File: config.mk
export PLATFORM = sky130hd
export DESIGN_NAME = exidle_mc
export DESIGN_NICKNAME = d
export VERILOG_FILES = /design/src/rtl/exidle_mc.sv
export SDC_FILE = /design/constraint.sdc
export NUM_CORES = 1
export LEC_CHECK = 0
export CAP_MARGIN = 30
export CORE_ASPECT_RATIO = 0.7
export CORE_MARGIN = 8
export CORE_UTILIZATION = 46
export CTS_CLUSTER_DIAMETER = 120
export CTS_CLUSTER_SIZE = 8
export DETAILED_ROUTE_END_ITERATION = 8
export HOLD_SLACK_MARGIN = 0.06
export PLACE_DENSITY = 0.87
export SETUP_SLACK_MARGIN = 0.5
export SYNTH_ARGS = -nofsm -noshare
export SYNTH_HDL_FRONTEND = slang
export SYNTH_SLANG_ARGS = --single-unit
File: constraint.sdc
create_clock -name i_clk -period 2.8 [get_ports i_clk]
set_input_delay 0.56 -clock i_clk [delete_from_list [all_inputs] [get_ports i_clk]]
set_output_delay 0.56 -clock i_clk [all_outputs]
set_load 0.03 [all_outputs]
File: src/rtl/exidle_mc.sv
// exbus idle/status inserter, multi-channel.
// Data passes through; gaps carry error, interrupt, CTS, AUX and idle words.
module exidle_mc #(
  parameter int DW        = 35,
  parameter int NAUX      = 2,
  parameter int NINT      = 4,
  parameter int OPT_IDLE  = 1,
  parameter int LGIDLE    = 23,
  parameter int LGHOLDOFF = 16
) (
  input  logic            i_clk,
  input  logic            i_reset,
  input  logic            i_stb,
  input  logic [DW-1:0]   i_word,
  input  logic            i_last,
  output logic            o_busy,
  input  logic [NAUX-1:0] i_aux,
  input  logic            i_cts,
  input  logic [NINT-1:0] i_int,
  input  logic            i_fifo_err,
  output logic            o_stb,
  output logic [DW-1:0]   o_word,
  output logic            o_last,
  output logic [NINT-1:0] o_pending,
  output logic            o_holdoff,
  input  logic            i_busy
);

  localparam logic [2:0] C_IDLE = 3'b000;
  localparam logic [2:0] C_INT  = 3'b001;
  localparam logic [2:0] C_CTS  = 3'b010;
  localparam logic [2:0] C_ERR  = 3'b011;

  logic                 o_stb_q, o_stb_d;
  logic [DW-1:0]        o_word_q, o_word_d;
  logic                 o_last_q, o_last_d;
  logic                 spec_q, spec_d;
  logic [NINT-1:0]      pend_q, pend_d;
  logic [NINT-1:0]      last_int_q, last_int_d;
  logic                 last_err_q, last_err_d;
  logic [NAUX-1:0]      last_aux_q, last_aux_d;
  logic                 err_flag_q, err_flag_d;
  logic                 cts_flag_q, cts_flag_d;
  logic                 aux_flag_q, aux_flag_d;
  logic [LGHOLDOFF-1:0] holdoff_q, holdoff_d;

  logic            accept, load, acc_spec, acc_any;
  logic            acc_err, acc_int, acc_cts;
  logic [2:0]      code_q;
  logic [NINT-1:0] pend_clr, pend_eff;
  logic            err_eff, cts_eff, aux_eff, hold_clr;
  logic            idle_to;

  assign accept   = o_stb_q && !i_busy;
  assign load     = !o_stb_q || !i_busy;
  assign code_q   = o_word_q[DW-5:DW-7];
  assign acc_spec = accept && spec_q;
  assign acc_any  = accept && (o_word_q[DW-1:DW-2] == 2'b11);
  assign acc_err  = acc_spec && (code_q == C_ERR);
  assign acc_int  = acc_spec && (code_q == C_INT);
  assign acc_cts  = acc_spec && (code_q == C_CTS);

  // Flag views with this cycle's accept already applied, so a word
  // leaving the slot never causes an immediate duplicate.
  assign pend_clr = acc_int ? o_word_q[NINT-1:0] : '0;
  assign pend_eff = pend_q & ~pend_clr;
  assign err_eff  = err_flag_q && !acc_err;
  assign cts_eff  = cts_flag_q && !(acc_cts && i_cts);
  assign aux_eff  = aux_flag_q && !acc_any;
  assign hold_clr = (holdoff_q == '0) && !(acc_err || acc_int);

  generate
    if (OPT_IDLE != 0) begin : g_idle
      logic [LGIDLE-1:0] idle_q, idle_d;

      // Idle counter: runs while the output is empty, saturates.
      always_comb begin
        idle_d = idle_q;
        if (o_stb_q)
          idle_d = '0;
        else if (idle_q != '1)
          idle_d = idle_q + LGIDLE'(1);
      end

      // Idle counter register.
      always_ff @(posedge i_clk or posedge i_reset) begin
        if (i_reset) idle_q <= '0;
        else         idle_q <= idle_d;
      end

      assign idle_to = !o_stb_q && (idle_q == '1);
    end else begin : g_noidle
      assign idle_to = 1'b0;
    end
  endgenerate

  // Event edge detection, sticky flags and holdoff timer.
  always_comb begin
    last_int_d = i_int;
    last_err_d = i_fifo_err;
    last_aux_d = i_aux;
    pend_d     = (i_int & ~last_int_q) | pend_eff;
    err_flag_d = (i_fifo_err && !last_err_q) || err_eff;
    cts_flag_d = !i_cts || cts_eff;
    aux_flag_d = (i_aux != last_aux_q) || aux_eff;
    holdoff_d  = holdoff_q;
    if (acc_err || acc_int)
      holdoff_d = '1;
    else if (holdoff_q != '0)
      holdoff_d = holdoff_q - LGHOLDOFF'(1);
  end

  // Output slot: data first, then status words by priority.
  always_comb begin
    logic       sel;
    logic [2:0] code;
    o_stb_d  = o_stb_q;
    o_word_d = o_word_q;
    o_last_d = o_last_q;
    spec_d   = spec_q;
    sel      = 1'b1;
    code     = C_IDLE;
    if (err_eff && hold_clr)
      code = C_ERR;
    else if ((|pend_eff) && hold_clr)
      code = C_INT;
    else if (cts_eff)
      code = C_CTS;
    else if (aux_eff || idle_to)
      code = C_IDLE;
    else
      sel = 1'b0;
    if (load) begin
      if (i_stb) begin
        o_stb_d  = 1'b1;
        o_word_d = i_word;
        o_last_d = i_last;
        spec_d   = 1'b0;
        if (i_word[DW-1:DW-2] == 2'b11)
          o_word_d[DW-3:DW-4] = i_aux;
      end else if (sel) begin
        o_stb_d             = 1'b1;
        o_word_d            = '0;
        o_word_d[DW-1:DW-2] = 2'b11;
        o_word_d[DW-3:DW-4] = i_aux;
        o_word_d[DW-5:DW-7] = code;
        o_word_d[NINT-1:0]  = pend_eff;
        o_last_d            = 1'b1;
        spec_d              = 1'b1;
      end else begin
        o_stb_d = 1'b0;
      end
    end
  end

  // State registers.
  always_ff @(posedge i_clk or posedge i_reset) begin
    if (i_reset) begin
      o_stb_q    <= 1'b0;
      o_word_q   <= '0;
      o_last_q   <= 1'b0;
      spec_q     <= 1'b0;
      pend_q     <= '0;
      last_int_q <= '0;
      last_err_q <= 1'b0;
      last_aux_q <= '0;
      err_flag_q <= 1'b0;
      cts_flag_q <= 1'b0;
      aux_flag_q <= 1'b0;
      holdoff_q  <= '0;
    end else begin
      o_stb_q    <= o_stb_d;
      o_word_q   <= o_word_d;
      o_last_q   <= o_last_d;
      spec_q     <= spec_d;
      pend_q     <= pend_d;
      last_int_q <= last_int_d;
      last_err_q <= last_err_d;
      last_aux_q <= last_aux_d;
      err_flag_q <= err_flag_d;
      cts_flag_q <= cts_flag_d;
      aux_flag_q <= aux_flag_d;
      holdoff_q  <= holdoff_d;
    end
  end

  assign o_stb     = o_stb_q;
  assign o_word    = o_word_q;
  assign o_last    = o_last_q;
  assign o_busy    = o_stb_q && i_busy;
  assign o_pending = pend_q;
  assign o_holdoff = (holdoff_q != '0);

endmodule

==> flow_summary.ini <==
[detailed_routing]
drt-total-wl_microns = 12700
remaining_drc_errors = 0
wl_per_cell_microns = 18.6
vias = 3734
drtAntennaViolNets = 0
avgViaCountPerCell = 5.45
dr.pass1.iters = 5
drt-initial-drc-count = 330

[synth]
synthTopCellsByArea = dfrtp_1, mux2i_1, nand2_1, inv_1, xnor2_1
synth.largest_area_cell = dfrtp_1
synth.distinct_cells = 48
synth_top_area_share_pct = 53.3
synth-async-reset-ratio_pct = 100
syn_nets = 475
yosys_warnings = 0
syn_area_per_cell_sq_um = 10.1
ys_seq_area_share_pct = 53.3
syn-instance-count = 425
syn_area_sq_mm = 0.00427
synth-edff-count = 0
synthFlopType = dfrtp_1
ys_ff_latch = 91

[clock_network]
ctsHoldBuffers = 0
max-clock-path-buffers = 2
clk_pin_slew_ns = 0.06
cts_buffers = 9
clock_sinks = 91
cts_tree = done
htree_levels = 3
cts-root-buf = clkbuf_16
clock_latency_ns = 0.34

[timing]
tns_ns = 0
rsz0062_at_grt = true
max_slew_margin_pct = 64.0
timing.hold.ws_ns = 0.420
hold_viol = 0
fin_worst_skew_ns = 0.00438
max_freq_ghz = 0.405
final_max_slew_viol_count = 0
fin_crit_sh_pct = 88.1
tightest_slew_ns = 0.535
setup_viol = 0
fin_crit_ns = 2.47

[setup_path]
worstPathArrival_ns = 2.69
cp_max_fo = 5
required_ns = 3.03
end_kind = flip-flop
path_class = flip-flop to flip-flop
critPathSlowestCell = or4_4
start_kind = flip-flop
crit_path_cell_trace = or4_4 > nor3_4 > buf_4 > and4_4 > a21oi_4 > o21ai_4 > nand2_4 > buf_12 > mux2_4
slowest_delay_ns = 0.57

[global_routing]
gr-usage-all-layers_pct = 19.1
grt_pass1_vias = 3822
grt_pass1_wl_microns = 19600
grt_max_degree = 92
antenna_found_initial = 0
grt_overflow = 0

[floorplan]
ios = 91
dieHeight_microns = 96.7
die-area_sq_mm = 0.0127
die_w_microns = 131
initial_core_util_pct = 47.3
coreArea_sq_mm = 0.00903
rows = 29

[final_layout]
drive_above_1_share_pct = 17.6
syn2layout_area_growth_pct = 44.6
insertedDiodeCount = 0
final_cell_area_sq_mm = 0.00618
nets = 606

[placed_design]
port_buffers = 90
dpl_cell_area_sq_mm = 0.00540
dp_hpwl_microns = 7640
place.gp.congestion = 0.816

[status]
status = completed

[power]
vdd_drop_max_v = 0.000363
p_leak_uw = 0.00275
total_power_uw = 3700
p_per_area_mw_per_mm2 = 599

[flow_run]
drv_cap = 0

[worst_hold_path]
hp-class = flip-flop to flip-flop
metrics by stage:
step,util (%),setup slack (ns),std cells
6_report,68.4,0.334,685
5_1_grt,68.4,0.268,685
4_1_cts,66.1,0.326,673
3_5_place_dp,59.8,-0.0747,641
3_3_place_gp,59.8,0.0674,641
2_1_floorplan,-,0.529,425
flip-flops by register name, summed over array words and instances (netlist names), 2 cells and up:
signal         flops
o_pending          4
last_int_q         4
g_idle.idle_q     23
last_aux_q         2
o_word            35
holdoff_q         16
kinds of logic after synthesis:
kind of cell / share of synthesized area [%]
multiplexers: 9.75
AND/OR/NAND/NOR: 19.8
flip-flops: 53.3
XOR/XNOR: 4.92
adder cells (fa/ha/maj): 0.585
AO/OA/AOI/OAI: 6.70
buffers and inverters: 4.95
cells in the final DEF, fill, tap and decap left out, drive strengths merged, types with 12 or more instances in the layout:
cell           Yosys  final
mux2i             27     27
nor2              24     24
dfrtp             91     91
o21ai             20     20
a21oi             13     13
clkdlybuf4s50      0     86
clkbuf             7     13
mux2              12     12
nand2             70     71
nand3             14     14
buf                5     42
xnor2             16     16
inv               41     40
final cells by class:
class | instances | area, sq um
Fill cell | 589 | 2850
Sequential cell | 91 | 2280
Multi-Input combinational cell | 282 | 1970
Timing Repair Buffer | 131 | 1300
Clock buffer | 13 | 270
Inverter | 41 | 158
Tap cell | 124 | 155
Clock inverter | 3 | 45.0
Yosys cell counts, types with 8 or more instances:
cell type	n
a21oi_1	12
nand3_1	14
nand2_1	69
and3_1	9
o21ai_0	19
nor2_1	24
inv_1	41
dfrtp_1	91
mux2i_1	27
mux2_2	9
xnor2_1	16
xor2_1	8
final timing paths:
check | startpoint | to | slack (ns) | cells past startpoint
worst min-delay path | last_int_q[0]$_DFF_PP0_ | o_pending[0]$_DFF_PP0_ | 0.42 | 1
max in group asynchronous | i_reset | o_stb$_DFFE_PP0N_ | 1.70 | 3
worst min register to register | last_int_q[0]$_DFF_PP0_ | o_pending[0]$_DFF_PP0_ | 0.42 | 1
worst max register to register | holdoff_q[6]$_DFFE_PP0N_ | o_word[29]$_DFFE_PP0P_ | 0.33 | 9
min in group asynchronous | i_reset | o_word[8]$_DFFE_PP0P_ | 0.73 | 3
worst max-delay path | holdoff_q[6]$_DFFE_PP0N_ | o_word[29]$_DFFE_PP0P_ | 0.33 | 9
layer usage:
| layer | global-route usage (%) | share of wire (%) |
|---|---|---|
| met2 | 32.5 | 49 |
| met4 | 6.23 | 2.8 |
| met3 | 6.10 | 6.6 |
| met1 | 22.4 | 42 |
| met5 | 0 | 0 |
critical path: cells and delay by family (launching register included):
kind            cells  cell delay [ns]
buf+inv             2             0.29
flops               1             0.39
simple gates        4             1.07
compound gates      2             0.30
mux                 1             0.30
power breakdown:
group	total (uW)	internal [uW]	switching [uW]	leakage, uW
Sequential	1580	1440	132	0.00109
Combinational	859	416	444	0.00151
Clock	1270	765	504	0.000148
Total	3700	2620	1080	0.00275
timing repair:
action                     4_1_cts  5_1_grt
gates cloned                     2        0
setup endpoints to repair       43       50
gates resized for setup         31       22
setup buffers                   14       12
pin swaps                        7       15
Power figures use the tool's default switching activity.
